==> config.mk <==
export PLATFORM = sky130hd
export DESIGN_NAME = bcd_ascii_tx
export DESIGN_NICKNAME = d
export VERILOG_FILES = /design/src/rtl/bcd_ascii_tx.sv
export SDC_FILE = /design/constraint.sdc
export NUM_CORES = 1
export LEC_CHECK = 0
export BUFFER_PORTS_ARGS = -buffer_cell sky130_fd_sc_hd__buf_2
export CORE_MARGIN = 2
export CORE_UTILIZATION = 58
export DETAILED_ROUTE_END_ITERATION = 12
export PLACE_DENSITY = 0.86
export SETUP_SLACK_MARGIN = 0.1
export SYNTH_ARGS = -nofsm -noshare
export SYNTH_HDL_FRONTEND = slang
export SYNTH_SLANG_ARGS = --single-unit
export TNS_END_PERCENT = 50
==> constraint.sdc <==
create_clock -name clk -period 3.65 [get_ports clk]
set_clock_uncertainty 0.2 [all_clocks]
set_input_delay 0.5475 -clock clk [delete_from_list [all_inputs] [get_ports clk]]
set_output_delay 0.5475 -clock clk [all_outputs]
set_load 0.03 [all_outputs]
==> src/rtl/bcd_ascii_tx.sv <==
// bcd_ascii_tx: turns one 3-digit BCD value per handshake into an ASCII
// decimal line ("255\r\n") and streams it byte by byte to a UART transmitter.
//
// Handshakes: on both interfaces a transfer happens at a rising edge where
// valid and ready are both high. The producer holds valid and its data stable
// until that edge. bcd_ready is high only in IDLE, so a value is sampled at
// most once per line. tx_valid, once raised, stays high with tx_data frozen
// until the byte is taken. The following byte is presented on that same edge.
module bcd_ascii_tx #(
  parameter bit SUPPRESS_ZEROS = 1'b1,
  parameter bit EOL_CRLF       = 1'b1
) (
  input  logic        clk,
  input  logic        rst_n,
  input  logic        bcd_valid,
  input  logic [11:0] bcd,
  output logic        bcd_ready,
  output logic [7:0]  tx_data,
  output logic        tx_valid,
  input  logic        tx_ready,
  output logic        busy
);

  typedef enum logic [2:0] {
    IDLE  = 3'd0,
    HUND  = 3'd1,
    TENS  = 3'd2,
    UNITS = 3'd3,
    CR    = 3'd4,
    LF    = 3'd5
  } state_t;

  state_t      state_q, state_d;
  state_t      first_state;
  logic [11:0] bcd_q, bcd_d;
  logic [7:0]  tx_data_q, tx_data_d;
  logic        tx_valid_q, tx_valid_d;
  logic        busy_q, busy_d;
  logic        bcd_ready_q, bcd_ready_d;

  // Non-decimal nibbles print as '?' so corrupted input stays visible.
  function automatic logic [7:0] digit_ascii(input logic [3:0] n);
    if (n <= 4'd9) return 8'h30 + {4'h0, n};
    else           return 8'h3F;
  endfunction

  // Byte shown while sitting in state s for the value v.
  function automatic logic [7:0] byte_for(input state_t s, input logic [11:0] v);
    case (s)
      HUND:    return digit_ascii(v[11:8]);
      TENS:    return digit_ascii(v[7:4]);
      UNITS:   return digit_ascii(v[3:0]);
      CR:      return 8'h0D;
      LF:      return 8'h0A;
      default: return 8'h00;
    endcase
  endfunction

  // Sequence of line positions; the CR step is skipped for LF-only endings.
  function automatic state_t after(input state_t s);
    case (s)
      HUND:    return TENS;
      TENS:    return UNITS;
      UNITS:   return EOL_CRLF ? CR : LF;
      CR:      return LF;
      default: return IDLE;
    endcase
  endfunction

  // First digit to print: leading zeros dropped when suppressing, units always kept.
  always_comb begin
    first_state = UNITS;
    if (!SUPPRESS_ZEROS || (bcd[11:8] != 4'd0)) first_state = HUND;
    else if (bcd[7:4] != 4'd0)                  first_state = TENS;
  end

  // Next-state and registered-output logic.
  always_comb begin
    state_d     = state_q;
    bcd_d       = bcd_q;
    tx_data_d   = tx_data_q;
    tx_valid_d  = tx_valid_q;
    busy_d      = busy_q;
    bcd_ready_d = bcd_ready_q;
    case (state_q)
      IDLE: begin
        bcd_ready_d = 1'b1;
        busy_d      = 1'b0;
        tx_valid_d  = 1'b0;
        if (bcd_valid && bcd_ready_q) begin
          bcd_d       = bcd;
          state_d     = first_state;
          tx_data_d   = byte_for(first_state, bcd);
          tx_valid_d  = 1'b1;
          busy_d      = 1'b1;
          bcd_ready_d = 1'b0;
        end
      end
      default: begin
        if (tx_valid_q && tx_ready) begin
          state_d = after(state_q);
          if (state_d == IDLE) begin
            tx_valid_d  = 1'b0;
            busy_d      = 1'b0;
            bcd_ready_d = 1'b1;
          end else begin
            tx_data_d = byte_for(state_d, bcd_q);
          end
        end
      end
    endcase
  end

  // State and output registers; reset abandons any line in flight.
  always_ff @(posedge clk) begin
    if (!rst_n) begin
      state_q     <= IDLE;
      bcd_q       <= 12'h000;
      tx_data_q   <= 8'h00;
      tx_valid_q  <= 1'b0;
      busy_q      <= 1'b0;
      bcd_ready_q <= 1'b0;
    end else begin
      state_q     <= state_d;
      bcd_q       <= bcd_d;
      tx_data_q   <= tx_data_d;
      tx_valid_q  <= tx_valid_d;
      busy_q      <= busy_d;
      bcd_ready_q <= bcd_ready_d;
    end
  end

  assign bcd_ready = bcd_ready_q;
  assign tx_data   = tx_data_q;
  assign tx_valid  = tx_valid_q;
  assign busy      = busy_q;

endmodule

==> results of run 1 <==
-- synth_stat cells (4+ instances only) --
| library cell | number | area (um^2) |
|---|---|---|
| nor2_1 | 12 | 45.0 |
| a21oi_1 | 30 | 150 |
| nor3_1 | 4 | 20.0 |
| inv_1 | 6 | 22.5 |
| o21ai_0 | 11 | 55.1 |
| nand2_1 | 30 | 113 |
| o21a_1 | 4 | 30.0 |
| buf_4 | 4 | 30.0 |
| a31oi_1 | 4 | 25.0 |
| nand2b_1 | 4 | 25.0 |
| dfxtp_1 | 22 | 440 |
-- metal layers --
metal / up-vias / global-route usage, % / part of all wire (%)
met5: - / 0 / 0
met4: 0 / 9.21 / 2.1
met3: 8 / 3.74 / 4.7
met2: 38 / 42.4 / 48
met1: 593 / 33.0 / 45
li1: 650 / - / -
-- cells by family (layout without fill, tap and decap cells) --
logic type	count (synthesis)	count (layout)	synth area share, %
multiplexers	2	2	1.88
other	1	2	0.282
buffers and inverters	19	35	9.40
adder cells (fa/ha/maj)	3	3	2.82
AND/OR/NAND/NOR	63	63	22.8
flip-flops	22	22	33.1
AO/OA/AOI/OAI	65	65	29.7
-- power breakdown --
group	leakage, nW	switching (mW)	internal (mW)
registers	0.180	0.0174	0.258
clock network	0.0210	0.0773	0.0610
logic	0.334	0.0866	0.0470
-- area by class of cell --
type,count,share of cell area (%)
Timing Repair Buffer,24,8.41
Sequential cell,22,30.9
Tap cell,28,2.45
Inverter,7,1.84
Multi-Input combinational cell,135,53.9
Clock buffer,4,2.54
-- sequential cells by signal (all words and copies together), names as in the netlist --
name       flops
tx_data        5
busy           1
bcd_ready      1
bcd_q         12
state_q        3
-- worst max-delay path, cell delays in order, from the launching register on --
cell and delay [ns]:
dfxtp_1 0.68, mux2_2 0.44, ha_1 0.32, or4_1 0.48
a32o_1 0.23, a211oi_2 0.23
-- path summary, 6_finish.rpt --
| check | to |
|---|---|
| max | tx_data[1]$_SDFFE_PN0P_ |
| min | bcd_q[8]$_SDFFE_PN0P_ |
| max reg2reg | tx_data[1]$_SDFFE_PN0P_ |
| min reg2reg | bcd_q[8]$_SDFFE_PN0P_ |
==> impl_metrics.csv, run 1 <==
group,metric,value,unit
layout,antenna_cells,0,
timing,period_needed,2.66,ns
power_and_ir_drop,power_leakage,0.535,nW
floorplanning,die_y,51.9,um
worst_setup_path,startpoint,"state_q[0]$_SDFFE_PN0P_",
worst_setup_path,path_max_fanout,18,
timing,tightestPinTransition,0.571,ns
layout,final_cell_mix,"30 x a21oi_1, 30 x nand2_1, 24 x buf_2, 22 x dfxtp_1, 12 x nor2_1",
placed_design,dp_hpwl,2190,um
global_route,antenna_found_initial,0,
placed_design,dp_cells,216,
layout,fin_nets,212,
hold_path,hold_path.class,"register to register",
drt,drc,0,
clock_network,insertion_delay,0.32,ns
floorplanning,rows,17,
clock_network,clockBufferDepth,2,
layout,fin_cells,220,
drt,ant_nets,0,
synth,synth_edf_count,0,
synth,ys_seq_elements,22,
power_and_ir_drop,total_power,0.547,mW
layout,multi_input_area,769,um^2
synth,ys_warn_count,0,
worst_setup_path,path_class,"register to register",
layout,ff_latch_area,440,um^2
timing,fin_crit_sh,72.9,%
placed_design,dp_slack,1.04,ns
worst_setup_path,arrival,2.68,ns
clock_network,ctsHoldBuffers,0,
global_route,grtUsageTotal,25.4,%
worst_setup_path,worstPathRequired,3.67,ns
worst_setup_path,ff2ff_path_depth,5,
timing,slew_headroom,61.6,%
power_and_ir_drop,p_per_area,383,mW/mm^2
power_and_ir_drop,peakVddDrop,276,uV
worst_setup_path,end_kind,"register",
floorplanning,initial_core_util,60.8,%
worst_setup_path,r2r_start,"state_q[0]$_SDFFE_PN0P_",
floorplanning,num_io_pins,27,
drt,dr.pass1.iters,4,
clock_network,postCtsSetupRepairBufs,0,
global_route,grt_pass1_vias,1175,
global_route,grt_max_degree,19,
timing,fmax,376,MHz
drt,drt-total-wl,2960,um
run,maxCapViolCount,0,
floorplanning,dieArea,0.00269,mm^2
synth,synth_cell_types,42,
timing,hold_viol,0,
hold_path,holdCritStartpoint,"bcd_q[8]$_SDFFE_PN0P_",
synth,yosysSeqAreaShare,33.1,%
timing,rsz0062_at_grt,"no",
hold_path,holdPathStages,2,
synth,synthCells,175,
synth,synthArstFlopShare,0,%
timing,finalSetupViolCount,0,
clock_network,path_clk_slew,0.13,ns
worst_setup_path,startpoint_type,"register",
timing,tns,0,ns
placed_design,gp_congestion,0.853,
clock_network,htreeDepth,1,
timing,fin_ws,0.990,ns
floorplanning,die_x,51.9,um
worst_setup_path,regToRegSetupSlack,0.99,ns
run_status,outcome,"finished, final reports clean",
drt,drt_iter0_markers,49,
floorplanning,core,0.00219,mm^2
layout,layout-drive-gt1-share,19.3,%
placed_design,dpl_cell_area,0.00139,mm^2
drt,wl_per_cell,13.5,um
placed_design,io_buffer_count,24,
clock_network,cts_resized,0,
global_route,grt_pass1_wl,5150,um
synth,syn_area_per_cell,7.61,um^2
clock_network,clockRootBuffer,"clkbuf_4",
timing,hold_slack,0.271,ns
drt,vias,1289,
layout,fin_area,0.00143,mm^2
clock_network,cts_sinks,22,
synth,syn_area,0.00133,mm^2
clock_network,cts_buffers,3,
synth,ys.flop_type,"dfxtp_1",
layout,nFillCells,210,
layout,area_growth,7.24,%
drt,via_per_inst,5.86,
global_route,grt_overflow,0,
layout,fin_util,65.2,%
timing,slew_violations,0,
clock_network,cts_tree,"yes",
No activity file was read; power rests on OpenSTA's default activity.
==> run 2, diff against run 1 <==
--- a/config.mk
+++ b/config.mk
@@ -5,11 +5,12 @@
 export SDC_FILE = /design/constraint.sdc
 export NUM_CORES = 1
 export LEC_CHECK = 0
+export ABC_AREA = 1
 export BUFFER_PORTS_ARGS = -buffer_cell sky130_fd_sc_hd__buf_2
 export CORE_MARGIN = 2
-export CORE_UTILIZATION = 58
+export CORE_UTILIZATION = 54
 export DETAILED_ROUTE_END_ITERATION = 12
-export PLACE_DENSITY = 0.86
+export PLACE_DENSITY = 0.8
 export SETUP_SLACK_MARGIN = 0.1
 export SYNTH_ARGS = -nofsm -noshare
 export SYNTH_HDL_FRONTEND = slang
==> constraint.sdc (replaced) <==
create_clock -name clk -period 2.5 [get_ports clk]
set_clock_uncertainty 0.2 [all_clocks]
set_input_delay 0.375 -clock clk [delete_from_list [all_inputs] [get_ports clk]]
set_output_delay 0.375 -clock clk [all_outputs]
set_load 0.03 [all_outputs]
==> run 2 against run 1 <==
Net effect:
- wire length fell by 1.4%
- sequential power rose by 59%
- cell count rose by 19%
- synthesized cell count rose by 21%
- flip-flop and latch count did not move
- sequential share of layout area fell by 1.5 points
- combinational power rose to 2.7 times the previous value
- maximum frequency rose by 26%
- via count rose by 3.2%
- total power rose by 76%
- largest power group unchanged
- critical path depth rose by 5
- worst hold slack got worse by 0.16 ns
==> impl_metrics.csv, run 2 <==
group,metric,value,unit
run_status,outcome,"finished, final reports clean",
power_and_ir_drop,power_leakage,0.742,nW
clock_network,clockBufferDepth,2,
global_route,grt_overflow,0,
drt,vias,1330,
clock_network,cts_buffers,3,
drt,ant_nets,0,
global_route,grt_pass1_vias,1084,
drt,drc,0,
layout,area_growth,9.78,%
hold_path,hold_path.class,"input pin to register",
floorplanning,num_io_pins,27,
clock_network,ctsHoldBuffers,0,
placed_design,dp_hpwl,2240,um
synth,synth_compound_area_share,20.7,%
floorplanning,die_y,54.3,um
clock_network,cts_resized,0,
worst_setup_path,cp_num_buf_inv,4,
timing,finalSetupViolCount,0,
worst_setup_path,crit_path_top_delay_cell,"dfxtp_1",
clock_network,postCtsSetupRepairBufs,0,
layout,ff_latch_area,440,um^2
layout,nFillCells,256,
clock_network,clockRootBuffer,"clkbuf_4",
timing,fmax,474,MHz
synth,muxShareOfSynthArea,0,%
global_route,grtUsageTotal,21.4,%
synth,ys_seq_elements,22,
drt,drt_iter0_markers,29,
synth,synth_edf_count,0,
layout,fin_nets,253,
timing,tns,0,ns
synth,synth_top_family_by_area,"simple AND/OR/NAND/NOR gates",
worst_setup_path,path_class,"register to register",
hold_path,holdCritStartpoint,"bcd[1]",
drt,drt-total-wl,2920,um
drt,via_per_inst,5.08,
synth,synth.most_common_cell,"nand2_1",
placed_design,gp_congestion,0.834,
layout,multi_input_area,746,um^2
global_route,grt_max_degree,16,
layout,layout-drive-gt1-share,18.5,%
synth,ys_warn_count,0,
synth,syn_area_per_cell,6.49,um^2
timing,period_needed,2.11,ns
synth,yosys.area.top_type,"dfxtp_1",
power_and_ir_drop,p_per_area,639,mW/mm^2
worst_setup_path,slowest_delay,0.43,ns
floorplanning,rows,18,
floorplanning,dieArea,0.00295,mm^2
drt,dr.pass1.iters,5,
synth,synthArstFlopShare,0,%
worst_setup_path,crit_chain,"inv_4, nand3_1, inv_1, nor2_1, ha_1, inv_1, o21ai_4, clkinv_4, o21ai_1, nor2_1",
floorplanning,initial_core_util,56.3,%
clock_network,cts_sinks,22,
worst_setup_path,path_max_fanout,6,
synth,synthCells,211,
synth,synth-adder-area-share,2.74,%
power_and_ir_drop,peakVddDrop,380,uV
worst_setup_path,end_kind,"register",
worst_setup_path,regToRegSetupSlack,0.39,ns
layout,layout_commonest_cell,"nand2_1",
synth,synth-simple-area-share,30.4,%
layout,final_cell_mix,"57 x nand2_1, 27 x inv_1, 26 x a21oi_1, 24 x buf_2, 22 x dfxtp_1",
synth,synth_top_area_share,32.2,%
run,maxCapViolCount,0,
timing,rsz0062_at_grt,"no",
floorplanning,die_x,54.3,um
clock_network,insertion_delay,0.31,ns
worst_setup_path,r2r_start,"state_q[2]$_SDFFE_PN0P_",
worst_setup_path,arrival,2.11,ns
timing,fin_crit_sh,84.3,%
timing,hold_slack,0.112,ns
drt,wl_per_cell,11.1,um
clock_network,cts_tree,"yes",
clock_network,path_clk_slew,0.13,ns
timing,slew_violations,0,
timing,hold_viol,0,
worst_setup_path,crit_family,"flip-flops",
worst_setup_path,startpoint,"state_q[2]$_SDFFE_PN0P_",
synth,synth_xor_area_share,0,%
layout,fin_util,61.8,%
worst_setup_path,startpoint_type,"register",
synth,ys.flop_type,"dfxtp_1",
clock_network,htreeDepth,1,
synth,synthTopCellsByCount,"57 x nand2_1, 27 x inv_1, 26 x a21oi_1, 22 x dfxtp_1, 16 x nor2_1",
layout,antenna_cells,0,
worst_setup_path,worstPathRequired,2.50,ns
global_route,grt_pass1_wl,4570,um
synth,yosysSeqAreaShare,32.2,%
synth,synth_cell_types,27,
synth,syn_area,0.00137,mm^2
global_route,antenna_found_initial,0,
synth,synthTopCellsByArea,"dfxtp_1 32%, nand2_1 16%, a21oi_1 9.5%, inv_1 7.4%, o21ai_0 5.5%",
layout,top_register,"bcd_q",
placed_design,io_buffer_count,24,
layout,largest_reg_flops,12,
power_and_ir_drop,total_power,0.960,mW
floorplanning,core,0.00243,mm^2
run 2: cell count changes in the layout (fill, tap and decap cells not counted), sizes merged, moves of 4 or more:
| cell | before | now |
|---|---|---|
| a31oi | 4 | 0 |
| nand2b | 4 | 0 |
| nand2 | 30 | 59 |
| inv | 6 | 31 |
| a211oi | 4 | 0 |
| nor2 | 12 | 19 |
| o21ai | 13 | 22 |
| nand3 | 1 | 14 |
| o21a | 4 | 0 |
run 2: per-layer routing:
layer	vias up	global-route usage, %	routed length, um
li1	716	-	-
met1	579	28.7	1420
met2	30	35.7	1340
met3	5	2.46	123
met4	0	6.67	35
met5	-	0	0
run 2: cell type report:
class | instances | share of cell area [%]
Multi-Input combinational cell | 150 | 49.6
Sequential cell | 22 | 29.3
Inverter | 33 | 9.08
Timing Repair Buffer | 24 | 7.99
Tap cell | 30 | 2.50
Clock buffer | 3 | 1.50
run 2: path summary, 6_finish.rpt:
check | to | cells after the start
max | tx_data[4]$_SDFFE_PN0P_ | 10
min | bcd_q[1]$_SDFFE_PN0P_ | 3
max reg2reg | tx_data[4]$_SDFFE_PN0P_ | 10
min reg2reg | bcd_q[4]$_SDFFE_PN0P_ | 2
run 2: kinds of logic after synthesis:
logic type | after synthesis
other | 1
and+or+nand+nor | 95
adders and majority gates | 3
AOI/OAI and AO/OA | 50
buffers and inverters | 40
DFF | 22
run 2: tightest hold or removal path, delay by kind of cell:
kind	cells	cell delay [ns]
AO/OA/AOI/OAI	1	0.05
buffers and inverters	2	0.16
run 2: power by group:
group	switching, mW	internal [mW]	total, mW	leakage [nW]
combinational	0.247	0.112	0.360	0.548
clock	0.107	0.0563	0.163	0.0138
sequential	0.0389	0.399	0.438	0.180
total	0.393	0.567	0.960	0.742
run 2: through the flow:
step           instances  setup slack, ns  area (um^2)
6_report             262            0.392         1500
5_1_grt              262            0.219         1500
4_1_cts              262            0.386         1500
3_5_place_dp         259            0.389         1480
3_3_place_gp         259            0.486         1480
2_1_floorplan        212            0.587         1370
